--- src/rtl/fetch_ctrl_pkg.sv ---
// Shared CPU definitions for the fetch stage.
// Contents: PC width and type, default reset PC, fetch FSM state encoding,
// and a helper that halfword-aligns redirect targets.
package fetch_ctrl_pkg;

    localparam int unsigned PcWidth = 16;
    typedef logic [PcWidth-1:0] pc_t;

    localparam pc_t DefaultResetPc = 16'h0000;

    // Fetch FSM encoding, kept as plain constants for legacy tools.
    localparam int unsigned StateWidth = 2;
    localparam logic [StateWidth-1:0] StRun   = 2'd0;
    localparam logic [StateWidth-1:0] StWait  = 2'd1;
    localparam logic [StateWidth-1:0] StFlush = 2'd2;
    localparam logic [StateWidth-1:0] StHalt  = 2'd3;

    // Instructions are halfword aligned, so bit 0 of a target is dropped.
    function automatic pc_t align_target(input pc_t target);
        return target & ~pc_t'(1);
    endfunction

endpackage

--- src/rtl/fetch_ctrl_if.sv ---
// Fetch control bundle between the fetch controller and its environment.
// master: fetch controller (consumes redirect/stall/halt/ready, drives PC and status).
// slave : environment (pipeline + instruction memory).
interface fetch_ctrl_if;
    import fetch_ctrl_pkg::*;

    logic pc_src;       // redirect request
    pc_t  target;       // redirect address
    logic stall;        // downstream hazard stall
    logic halt;         // halt request from decode
    logic imem_rdy;     // instruction memory completes request this cycle
    pc_t  pc;           // current fetch address
    pc_t  pc_plus2;     // pc + 2, wraps
    logic imem_req;     // fetch request
    logic instr_valid;  // instruction at pc is valid this cycle
    logic flush;        // kill younger in-flight instructions
    logic halted;       // controller is in HALT
    logic err;          // sticky fetch-timeout fault

    modport master (
        input  pc_src, target, stall, halt, imem_rdy,
        output pc, pc_plus2, imem_req, instr_valid, flush, halted, err
    );

    modport slave (
        output pc_src, target, stall, halt, imem_rdy,
        input  pc, pc_plus2, imem_req, instr_valid, flush, halted, err
    );

endinterface

--- src/rtl/fetch_ctrl_pc_reg.sv ---
// PC register (pc_reg): PcWidth-bit register with load enable and
// synchronous active-low reset to RESET_PC.
// Ports: clk, rst_n, load (enable), d (next PC), q (current PC).
module fetch_ctrl_pc_reg
    import fetch_ctrl_pkg::*;
#(
    parameter pc_t RESET_PC = DefaultResetPc
) (
    input  logic clk,
    input  logic rst_n,
    input  logic load,
    input  pc_t  d,
    output pc_t  q
);

    always_ff @(posedge clk) begin
        if (!rst_n) begin
            q <= RESET_PC;
        end else if (load) begin
            q <= d;
        end
    end

endmodule

--- src/rtl/fetch_ctrl.sv ---
// Instruction fetch controller: sequences the PC, issues fetch requests,
// handles redirects (2-cycle penalty), stalls, halt and fetch timeout.
// Ports: clk, rst_n (synchronous, active-low), bus (fetch_ctrl_if.master).
// Parameters: RESET_PC (PC after reset), TIMEOUT (WAIT cycles before fault).
module fetch_ctrl
    import fetch_ctrl_pkg::*;
#(
    parameter pc_t         RESET_PC = DefaultResetPc,
    parameter int unsigned TIMEOUT  = 64
) (
    input  logic         clk,
    input  logic         rst_n,
    fetch_ctrl_if.master bus
);

    // Counter only needs to reach TIMEOUT-1; the next WAIT cycle faults.
    localparam int unsigned CntWidth = (TIMEOUT > 1) ? $clog2(TIMEOUT) : 1;
    localparam logic [CntWidth-1:0] CntLast = CntWidth'(TIMEOUT - 1);

    logic [StateWidth-1:0] state_q, state_d;
    logic [CntWidth-1:0]   wait_cnt_q, wait_cnt_d;
    logic                  err_q, err_d;
    logic                  pc_load;
    pc_t                   pc_next, pc_q, pc_plus2;
    logic                  req, valid, flush;

    assign pc_plus2 = pc_q + pc_t'(2);

    fetch_ctrl_pc_reg #(
        .RESET_PC (RESET_PC)
    ) u_pc_reg (
        .clk   (clk),
        .rst_n (rst_n),
        .load  (pc_load),
        .d     (pc_next),
        .q     (pc_q)
    );

    always_comb begin
        state_d    = state_q;
        wait_cnt_d = '0;  // cleared unless we stay in WAIT
        err_d      = err_q;
        pc_load    = 1'b0;
        pc_next    = pc_plus2;
        req        = 1'b0;
        valid      = 1'b0;
        flush      = 1'b0;

        case (state_q)
            StRun, StWait: begin
                req = 1'b1;
                if (bus.pc_src) begin
                    flush   = 1'b1;
                    pc_load = 1'b1;
                    pc_next = align_target(bus.target);
                    state_d = StFlush;
                end else if (bus.halt) begin
                    state_d = StHalt;
                end else if (bus.imem_rdy) begin
                    state_d = StRun;
                    if (!bus.stall) begin
                        valid   = 1'b1;
                        pc_load = 1'b1;
                    end
                end else if (state_q == StWait && wait_cnt_q == CntLast) begin
                    state_d = StHalt;
                    err_d   = 1'b1;
                end else begin
                    state_d = StWait;
                    if (state_q == StWait) begin
                        wait_cnt_d = wait_cnt_q + CntWidth'(1);
                    end
                end
            end
            StFlush: begin
                // A second redirect during the bubble restarts the penalty.
                if (bus.pc_src) begin
                    flush   = 1'b1;
                    pc_load = 1'b1;
                    pc_next = align_target(bus.target);
                    state_d = StFlush;
                end else begin
                    state_d = StRun;
                end
            end
            default: begin
                state_d = StHalt;  // terminal until reset
            end
        endcase
    end

    always_ff @(posedge clk) begin
        if (!rst_n) begin
            state_q    <= StRun;
            wait_cnt_q <= '0;
            err_q      <= 1'b0;
        end else begin
            state_q    <= state_d;
            wait_cnt_q <= wait_cnt_d;
            err_q      <= err_d;
        end
    end

    // While rst_n is low the outputs look like the reset (RUN) state.
    assign bus.pc          = pc_q;
    assign bus.pc_plus2    = pc_plus2;
    assign bus.imem_req    = req | ~rst_n;
    assign bus.instr_valid = valid & rst_n;
    assign bus.flush       = flush & rst_n;
    assign bus.halted      = (state_q == StHalt) & rst_n;
    assign bus.err         = err_q;

endmodule

--- src/flat_wrapper.sv ---
// flat-port wrapper written by rule: the top's interface ports become plain ports
module fetch_ctrl_flat import fetch_ctrl_pkg::*;
#(
    parameter pc_t         RESET_PC = DefaultResetPc,
    parameter int unsigned TIMEOUT  = 64
)
  (clk, rst_n, bus_pc_src, bus_target, bus_stall, bus_halt, bus_imem_rdy, bus_pc, bus_pc_plus2, bus_imem_req, bus_instr_valid, bus_flush, bus_halted, bus_err);
  fetch_ctrl_if bus_i ();
  input  logic clk;
  input  logic rst_n;
  input wire logic [$bits(bus_i.pc_src)-1:0] bus_pc_src;
  input wire logic [$bits(bus_i.target)-1:0] bus_target;
  input wire logic [$bits(bus_i.stall)-1:0] bus_stall;
  input wire logic [$bits(bus_i.halt)-1:0] bus_halt;
  input wire logic [$bits(bus_i.imem_rdy)-1:0] bus_imem_rdy;
  output wire logic [$bits(bus_i.pc)-1:0] bus_pc;
  output wire logic [$bits(bus_i.pc_plus2)-1:0] bus_pc_plus2;
  output wire logic [$bits(bus_i.imem_req)-1:0] bus_imem_req;
  output wire logic [$bits(bus_i.instr_valid)-1:0] bus_instr_valid;
  output wire logic [$bits(bus_i.flush)-1:0] bus_flush;
  output wire logic [$bits(bus_i.halted)-1:0] bus_halted;
  output wire logic [$bits(bus_i.err)-1:0] bus_err;
  assign bus_i.pc_src = bus_pc_src;
  assign bus_i.target = bus_target;
  assign bus_i.stall = bus_stall;
  assign bus_i.halt = bus_halt;
  assign bus_i.imem_rdy = bus_imem_rdy;
  assign bus_pc = bus_i.pc;
  assign bus_pc_plus2 = bus_i.pc_plus2;
  assign bus_imem_req = bus_i.imem_req;
  assign bus_instr_valid = bus_i.instr_valid;
  assign bus_flush = bus_i.flush;
  assign bus_halted = bus_i.halted;
  assign bus_err = bus_i.err;
  fetch_ctrl #(.RESET_PC(RESET_PC), .TIMEOUT(TIMEOUT)) u_core (.clk(clk), .rst_n(rst_n), .bus(bus_i));
endmodule
--- config.mk ---
export PLATFORM = sky130hd
export DESIGN_NAME = fetch_ctrl_flat
export DESIGN_NICKNAME = d
export VERILOG_FILES = /design/src/rtl/fetch_ctrl_pkg.sv /design/src/rtl/fetch_ctrl_if.sv /design/src/rtl/fetch_ctrl_pc_reg.sv /design/src/rtl/fetch_ctrl.sv /design/src/flat_wrapper.sv
export SDC_FILE = /design/constraint.sdc
export NUM_CORES = 1
export LEC_CHECK = 0
export BUFFER_PORTS_ARGS = -buffer_cell sky130_fd_sc_hd__buf_2
export CORE_UTILIZATION = 25
export DETAILED_ROUTE_END_ITERATION = 12
export GPL_TIMING_DRIVEN = 1
export SKIP_CTS_REPAIR_TIMING = 1
export SYNTH_ARGS = -nofsm -noshare
export SYNTH_HDL_FRONTEND = slang
export SYNTH_HIERARCHICAL = 1
export SYNTH_SLANG_ARGS = --single-unit
--- constraint.sdc ---
create_clock -name clk -period 1.7 [get_ports clk]
set_clock_uncertainty 0.1 [all_clocks]
set_input_delay 0.085 -clock clk [delete_from_list [all_inputs] [get_ports clk]]
set_output_delay 0.085 -clock clk [all_outputs]
set_load 0.03 [all_outputs]
==> metrics.txt, run 1 <==
global placement routability congestion 0.731; hold crit path type in -> reg; CTS tree yes; main flop type after synthesis dfxtp_1; Simple-Gate Fraction of Synth Area 26.6%; Syn Std Cell Area 0.00152 mm^2; Cell variety after synth 35; Syn Inst Count 154; syn nets 178; Port Buffer Count 57; final number of max-transition violations 0; cell taking the most area after synthesis dfxtp_1; hpwl dp 2.70 mm; antenna violation net count after detailed routing 0; FMAX 0.566 GHz; R2R cell count 8; Worst R2R Start u_core/u_pc_reg/q[2]; final WL 3.65 mm; CP startpoint kind flop; Total GRT Usage 11.2%; failing checks negative setup slack; RSZ-0062 raised after global routing true; Hold Crit Endpoint u_core/state_q[1]; TritonCTS buffer count 3; filler cell count 605; drt drc 0; #FFs+latches synth 25; fin crit share 104%; Ant. Diodes 0; WL/cell 11.9 um; top post-synthesis cells by area dfxtp_1 (33%), mux2i_1 (11%), nor2b_1 (7.4%); crit-path max FO 5; worst vdd ir 0.298 mV; Die X 79.9 um; CTS max path bufs 2; largest net degree at the start of global routing 25; hold_ws 9.57 ps; Switching Power 0.463 mW; Setup-failing EPs final 11; Starting Density 25.8%; clock sinks 25; routed vias 1334; core area 0.00589 mm^2; post-synth top area share 33.0%; Worst slew margin 72.7%; critical path class reg -> out; Worst-Margin Slew 405 ps; num ports 59; Final Core Density 41.2%; iteration-0 DRC count of the detailed router 22; synthesis warning total 6; Layout Nets 257; initial antenna violation count 0; num rows 28; layout cell share with drive strength beyond 1 59.5%; sequential cell area fraction in the yosys report 33.0%; Pint 0.980 mW; endpoints failing hold 0; Die H 79.9 um; Syn Area/Cell 9.86 um^2; root buffer cell clkbuf_8; worst setup margin -66.0 ps; mux cell area share after synthesis 21.2%; switch share 32.1%; R2R Setup Slk -50 ps; grt ovf 0; Clk pin slew, worst setup/hold paths 80 ps; Final min period 1770 ps; Clock Power Share 23.9%; largest family of logic cells by synthesized area simple AND/OR/NAND/NOR gates; Pwr Density 594 mW/mm^2; Min-Delay Path Depth 2; Post-synth EDFFs 0; Worst-Skew Late Latency 260 ps; total number of H-tree levels 1; Area Overhead vs Synth 59.9%; first-pass GRT wire length 5.49 mm; LEAKAGE 1.19 nW; post-synthesis compound-gate area fraction 3.13%; Via density 4.35; vias in the first global route 1189; status complete, but fails checks; Synth Area in Adders 1.65%; Logic pwr share 31.1%; asr flop ratio synth 0%; reg2reg end u_core/u_pc_reg/q[11]; Die Footprint 0.00639 mm^2; crit end category output pin; HP Start bus_pc_src; CP arrival 1580 ps; drt first pass iters 4; CP required 1510 ps; xor/xnor share of the synthesized area 9.81%; Flop pwr share 45.0%; total of max-cap violations 0
registers in the layout, summed over array words and instances, names as in the netlist, named ones only:
signal	flops
u_core/wait_cnt_q	6
u_core/state_q	1
u_core/bus.err	1
u_core/u_pc_reg/q	16
final cells by class:
type,instances,area (um^2),share of cell area [%]
flip-flops and latches,25,551,22.7
multi-input cells,118,1170,48.4
well taps,75,93.8,3.87
clock buffers,4,45.0,1.86
inverters,6,22.5,0.928
repair buffers,79,541,22.3
cell usage after synthesis (2+ instances only):
cell type,number
o21ai_0,2
and4b_1,2
xnor2_1,7
mux2_1,4
nand4_1,2
ha_1,2
nor2b_1,18
nor2_1,10
mux2_2,9
inv_1,6
nor4_4,2
nor3_1,5
dfxtp_1,25
nand3_1,5
mux2i_1,16
and3_1,4
xor2_1,10
nand2_1,7
nor4_2,2
metal layers:
metal  routed length, um  GRT usage, %  vias to the layer above
met5                   0             0                        -
met4                  32          4.29                        0
met3                 147          1.83                        2
met2                1680          17.6                       32
met1                1780          15.1                      612
li1                    -             -                      688
placed cells by master (no fill, tap or decap), types with 3 or more instances in the layout:
cell type / n
dfxtp_4: 13
xnor2_1: 4
nor3_4: 3
nand2_1: 5
nor2_1: 9
mux2i_1: 16
clkbuf_4: 3
dfxtp_1: 11
nor2b_1: 18
xor2_2: 9
clkbuf_8: 3
mux2_4: 6
inv_1: 6
nand3_1: 4
xnor2_2: 3
buf_4: 18
buf_6: 10
and3_1: 4
buf_2: 46
mux2_2: 7
nor4_4: 4
worst max-delay path by stage:
stage,slack (ps),to,depth (start not counted),from
3_3_place_gp,20,u_core/u_pc_reg/q[13],6,u_core/u_pc_reg/q[6]
4_1_cts,-140,bus_pc_plus2[14],5,u_core/u_pc_reg/q[2]
2_1_floorplan,-170,u_core/u_pc_reg/q[15],6,u_core/u_pc_reg/q[5]
6_report,-70,bus_pc_plus2[13],5,u_core/u_pc_reg/q[2]
3_5_place_dp,-3,u_core/u_pc_reg/q[15],6,u_core/u_pc_reg/q[6]
5_1_grt,-160,bus_pc_plus2[15],5,u_core/u_pc_reg/q[2]
per-stage QoR:
step                cell area [um^2]  TNS [ps]  std cells  worst slack [ps]  power [mW]
floorplan                       1720     -1060        154              -169       0.951
detailed placement              2200     -2.81        296             -2.81        1.08
global placement                2200         0        296              22.4        1.08
finish                          2430      -419        307             -66.0        1.44
CTS                             2240      -578        300              -140        1.44
global route                    2430     -1700        307              -158        1.53
cells by family after synthesis:
family,after synthesis
buf+inv,11
mux,30
simple gates,62
compound gates,7
fa+ha+maj,2
flops,25
xor+xnor,17
power by group through the flow:
| stage | clock [mW] | combinational [mW] | sequential (mW) |
|---|---|---|---|
| after detailed placement | 0 | 0.421 | 0.662 |
| after global placement | 0 | 0.419 | 0.660 |
| final | 0.344 | 0.449 | 0.649 |
| after floorplan | 0 | 0.234 | 0.717 |
| after CTS | 0.368 | 0.422 | 0.649 |
| after global routing | 0.391 | 0.480 | 0.655 |
critical path: stages, from the launching register on:
cell     delay (ps)
dfxtp_4         390
ha_4            170
nand2_8          70
nor4_4          320
xor2_2          200
buf_6           160
Power figures use the tool's default switching activity.
==> run 2: changes to the inputs <==
- CORE_UTILIZATION: 25 -> 30
- clock period: 1.7 -> 1.49 ns (I/O delays scaled with it)
==> run 2 against run 1 <==
Global-route usage increased by 2.8 points. Clock-buffer cell count decreased by 1. Flip-flop and latch count unchanged. The run still ends with negative setup slack left. Via count increased by 5.9%. Cell area increased by 12%. Register-to-register slack got worse by 280 ps. Die area decreased by 16%. Sequential power increased by 13%. Largest cell class unchanged.
==> metrics.txt, run 2 (synthesis results as in run 1) <==
status complete, but fails checks; failing checks negative setup slack; root buffer cell clkbuf_8; Final min period 1830 ps; first-pass GRT wire length 5.72 mm (+4.2%); LEAKAGE 1.32 nW (+11%); commonest non-fill, non-tap cell in the layout buf_2; Finished Layout Cells 318 (+3.6%); CP startpoint kind flop; iteration-0 DRC count of the detailed router 41 (+86%); endpoints failing hold 0 (unchanged); drt drc 0 (unchanged); Sum Neg Setup Slack -5150 ps (-4730 ps); CP arrival 1660 ps (+80 ps); Total GRT Usage 14.0% (+2.8 points); switch share 33.1% (+1.1 points); antenna violation net count after detailed routing 0 (unchanged); Die H 73.1 um (-8.5%); CP Cell Sequence nand3_4 > buf_12 > nor4_4 > xor2_2 > buf_4; crit-path max FO 6 (+1); CP max stage delay 360 ps (-30 ps); Logic pwr share 34.9% (+3.8 points); Clock Power Share 23.3% (-0.6 points); Layout Nets 276 (+7.4%); RSZ-0062 raised after global routing true; Buf/Inv on CP 2 (+1); Die X 73.1 um (-8.5%); CP top delay family simple AND/OR/NAND/NOR gates; num ports 59 (unchanged); crit end category output pin; pre-CTS WS -228 ps (-226 ps); final WL 4.09 mm (+12%); Placed Area 0.00229 mm^2 (+4.0%); routed vias 1413 (+5.9%); Port Buffer Count 57 (unchanged); Ant. Diodes 0 (unchanged); total number of H-tree levels 1 (unchanged); Switching Power 0.580 mW (+25%); largest registers u_core/u_pc_reg/q (16), u_core/wait_cnt_q (6); Flop pwr share 41.8% (-3.2 points); hpwl dp 2.88 mm (+6.6%); CTS max path bufs 2 (unchanged); TritonCTS buffer count 3 (unchanged); Die Footprint 0.00535 mm^2 (-16%); Worst slew margin 77.6% (+4.9 points); CTS tree yes; core area 0.00479 mm^2 (-19%); FMAX 0.545 GHz; drt first pass iters 4 (unchanged); critical path class reg -> out; Via density 4.44 (+2.3%); grt ovf 0 (unchanged); fin crit share 123%; Worst-Margin Slew 336 ps (-69.7 ps); Clk pin slew, worst setup/hold paths 90 ps (about the same); Worst-Skew Late Latency 270 ps (about the same); WL/cell 12.9 um (+8.2%); clock sinks 25 (unchanged); initial antenna violation count 0 (unchanged); hold_ws 38.7 ps (+29.1 ps); Largest Register u_core/u_pc_reg/q; post-route cell area 0.00271 mm^2 (+12%); most frequent cells in the layout buf_2 (43), buf_4 (33), buf_6 (21), nor2b_1 (18), mux2i_1 (16); Cells after DPL 302 (+2.0%); Area Overhead vs Synth 78.6%; CP required 1320 ps (-190 ps); hold crit path type in -> reg; Min-Delay Path Depth 2 (unchanged); highest-delay cell along the critical path dfxtp_4; worst setup margin -344 ps (-278 ps); Largest register FFs 16 (unchanged); worst vdd ir 0.352 mV (+18%); global placement routability congestion 0.769 (+5.2%); vias in the first global route 1291 (+8.6%); R2R cell count 7 (-1); CP Depth 5 (unchanged); Pwr Density 645 mW/mm^2 (+8.6%); total of max-cap violations 0 (unchanged); Setup-failing EPs final 25 (+14); Starting Density 31.7% (+5.9 points); layout cell share with drive strength beyond 1 65.3% (+5.9 points); Pint 1.17 mW (+19%); Final Core Density 56.7% (+15 points); largest net degree at the start of global routing 18 (-28%); Tot Pwr 1.75 mW (+21%); num rows 25 (-11%); final number of max-transition violations 0 (unchanged)
==> run 2: power by group through the flow <==
stage | clock, mW | combinational, mW | sequential (mW)
4_1_cts | 0.424 | 0.517 | 0.733
2_1_floorplan | 0 | 0.271 | 0.819
3_5_place_dp | 0 | 0.515 | 0.748
3_3_place_gp | 0 | 0.514 | 0.747
5_1_grt | 0.452 | 0.647 | 0.738
6_report | 0.407 | 0.611 | 0.732
==> run 2: cell type report <==
class	instances	area [um^2]
fill	428	2070
clock buffer	3	41.3
clock inverter	1	5.00
timing repair buffer	98	719
tap	67	83.8
sequential	25	554
inverter	6	22.5
multi-input combinational	118	1280
==> run 2: layer usage <==
layer  vias up  wire [um]  GRT usage (%)
li1        719          -              -
met1       653       1910           17.2
met2        37       1990           24.3
met3         4        151           2.49
met4         0         39           5.23
met5         -          0              0
==> run 2: path summary, 6_finish.rpt <==
kind / from / to / slack [ps]
setup reg to reg: u_core/u_pc_reg/q[5] / u_core/u_pc_reg/q[15] / -330
setup / recovery: u_core/u_pc_reg/q[5] / bus_pc_plus2[15] / -340
hold reg to reg: u_core/wait_cnt_q[0] / u_core/wait_cnt_q[0] / 350
hold / removal: rst_n / u_core/state_q[1] / 40
==> run 2: worst reg2reg max path: cells and delay by family, from the launching register on <==
| family | cells | cell delay [ps] |
|---|---|---|
| flip-flops | 1 | 360 |
| multiplexers | 2 | 410 |
| buffers and inverters | 1 | 180 |
| XOR/XNOR | 1 | 110 |
| AND/OR/NAND/NOR | 3 | 560 |
==> run 3: changes to the inputs <==
- clock period: 1.49 -> 1.56 ns (I/O delays scaled with it)
==> run 3 against run 2 <==
The flow still finishes with violations (negative setup slack). Non-clock buffer count rose by 4. First-iteration DRC count fell by 44%. Power fell by 2.6%. Utilization rose by 0.29 points. Sequential power fell by 4.4%. Cell area rose by 0.51%. Critical path depth rose by 1. Flip-flop and latch count did not move. Cell count rose by 1.3%. Wire length rose by 1.9%. Critical path type unchanged. Register-to-register slack improved by 150 ps.
==> metrics.txt, run 3 (synthesis results as in run 1) <==
status complete, but fails checks; failing checks negative setup slack; Setup-failing EPs final 22 (-12%); TritonCTS buffer count 3 (unchanged); routed vias 1445 (+2.3%); Total GRT Usage 14.6% (+0.65 points); CP required 1380 ps (+60 ps); Final min period 1820 ps; Worst-Margin Slew 264 ps (-71.9 ps); Starting Density 31.7% (unchanged); num rows 25 (unchanged); CTS tree yes; post-route cell area 0.00273 mm^2 (+0.51%); antenna violation net count after detailed routing 0 (unchanged); hold_ws 35.7 ps (-3.06 ps); crit end category output pin; Sum Neg Setup Slack -3000 ps (+2150 ps); global placement routability congestion 0.759 (-1.3%); worst setup margin -255 ps (+88.7 ps); iteration-0 DRC count of the detailed router 23 (-44%); Die X 73.1 um (unchanged); crit-path max FO 4 (-2); CP startpoint kind flop; most frequent cells in the layout buf_2 (44), buf_4 (36), nor2b_1 (18), buf_6 (17), mux2i_1 (16); largest net degree at the start of global routing 16 (-2); Pwr Density 625 mW/mm^2 (-3.1%); Worst slew margin 82.3% (+4.7 points); core area 0.00479 mm^2 (unchanged); clock sinks 25 (unchanged); FMAX 0.551 GHz; Worst-Skew Late Latency 270 ps (about the same); WL/cell 12.9 um (+0.67%); largest registers u_core/u_pc_reg/q (16), u_core/wait_cnt_q (6); first-pass GRT wire length 6.07 mm (+6.0%); final WL 4.17 mm (+1.9%); worst vdd ir 0.336 mV (-4.4%); LEAKAGE 1.35 nW (+2.0%); root buffer cell clkbuf_8; grt ovf 0 (unchanged); Via density 4.49 (+0.99%); total of max-cap violations 0 (unchanged); Ant. Diodes 0 (unchanged); vias in the first global route 1319 (+2.2%); critical path class reg -> out; Largest register FFs 16 (unchanged); Tot Pwr 1.70 mW (-2.6%); Die Footprint 0.00535 mm^2 (unchanged); Die H 73.1 um (unchanged); total number of H-tree levels 1 (unchanged); CTS max path bufs 2 (unchanged); Port Buffer Count 57 (unchanged); Area Overhead vs Synth 79.6%; initial antenna violation count 0 (unchanged); commonest non-fill, non-tap cell in the layout buf_2; Largest Register u_core/u_pc_reg/q; pre-CTS WS -179 ps (+49.5 ps); hpwl dp 2.94 mm (+2.0%); Layout Nets 280 (+1.4%); drt first pass iters 4 (unchanged); hold crit path type in -> reg; fin crit share 116%; CP arrival 1640 ps (-20 ps); drt drc 0 (unchanged); RSZ-0062 raised after global routing true; Placed Area 0.00235 mm^2 (+2.6%); num ports 59 (unchanged); Clk pin slew, worst setup/hold paths 90 ps (about the same); final number of max-transition violations 0 (unchanged); endpoints failing hold 0 (unchanged); layout cell share with drive strength beyond 1 66.3% (+0.94 points)
==> run 3: changes by cell type in the layout (fill, tap and decap cells not counted), sizes merged <==
cell / change
clkinv: -1
buf: +3
inv: +1
clkbuf: +1
==> run 3: final cells by class <==
| type | instances | area [um^2] |
|---|---|---|
| clock buffer | 3 | 41.3 |
| clock inverter | 1 | 6.26 |
| fill | 407 | 2060 |
| inverter | 6 | 22.5 |
| multi-input combinational | 118 | 1250 |
| sequential | 25 | 552 |
| tap | 67 | 83.8 |
| timing repair buffer | 102 | 769 |
==> run 3: report_power, final <==
| group | internal [mW] | switching (mW) |
|---|---|---|
| Sequential | 0.663 | 0.0366 |
| Clock | 0.183 | 0.220 |
| Combinational | 0.294 | 0.308 |
| Total | 1.14 | 0.564 |
==> run 3: worst paths after layout <==
kind | start | endpoint | slack (ps) | cells past startpoint
min | bus_pc_src | u_core/state_q[1] | 40 | 2
max reg2reg | u_core/u_pc_reg/q[5] | u_core/u_pc_reg/q[14] | -180 | 7
max | u_core/u_pc_reg/q[1] | bus_pc_plus2[13] | -260 | 6
min reg2reg | u_core/wait_cnt_q[0] | u_core/wait_cnt_q[0] | 350 | 1
==> run 3: routing by layer <==
metal	GRT usage [%]	up-vias	part of all wire, %
met5	0	-	0
met4	4.58	0	0.58
met3	1.93	2	4.6
met2	24.1	44	48
met1	19.9	670	47
li1	-	729	-
==> run 3: critical path: stages (launching register included) <==
cell and delay [ps]:
dfxtp_4 390, ha_4 160, nand2_8 70, nor4_4 320, xor2_2 180, buf_4 130, buf_6 120
==> run 3: metrics by stage <==
| step | cells | utilization, % |
|---|---|---|
| after global placement | 308 | 49.0 |
| final | 322 | 56.9 |
| after global routing | 322 | 56.9 |
| after floorplan | 154 | - |
| after detailed placement | 308 | 49.0 |
| after CTS | 312 | 50.0 |
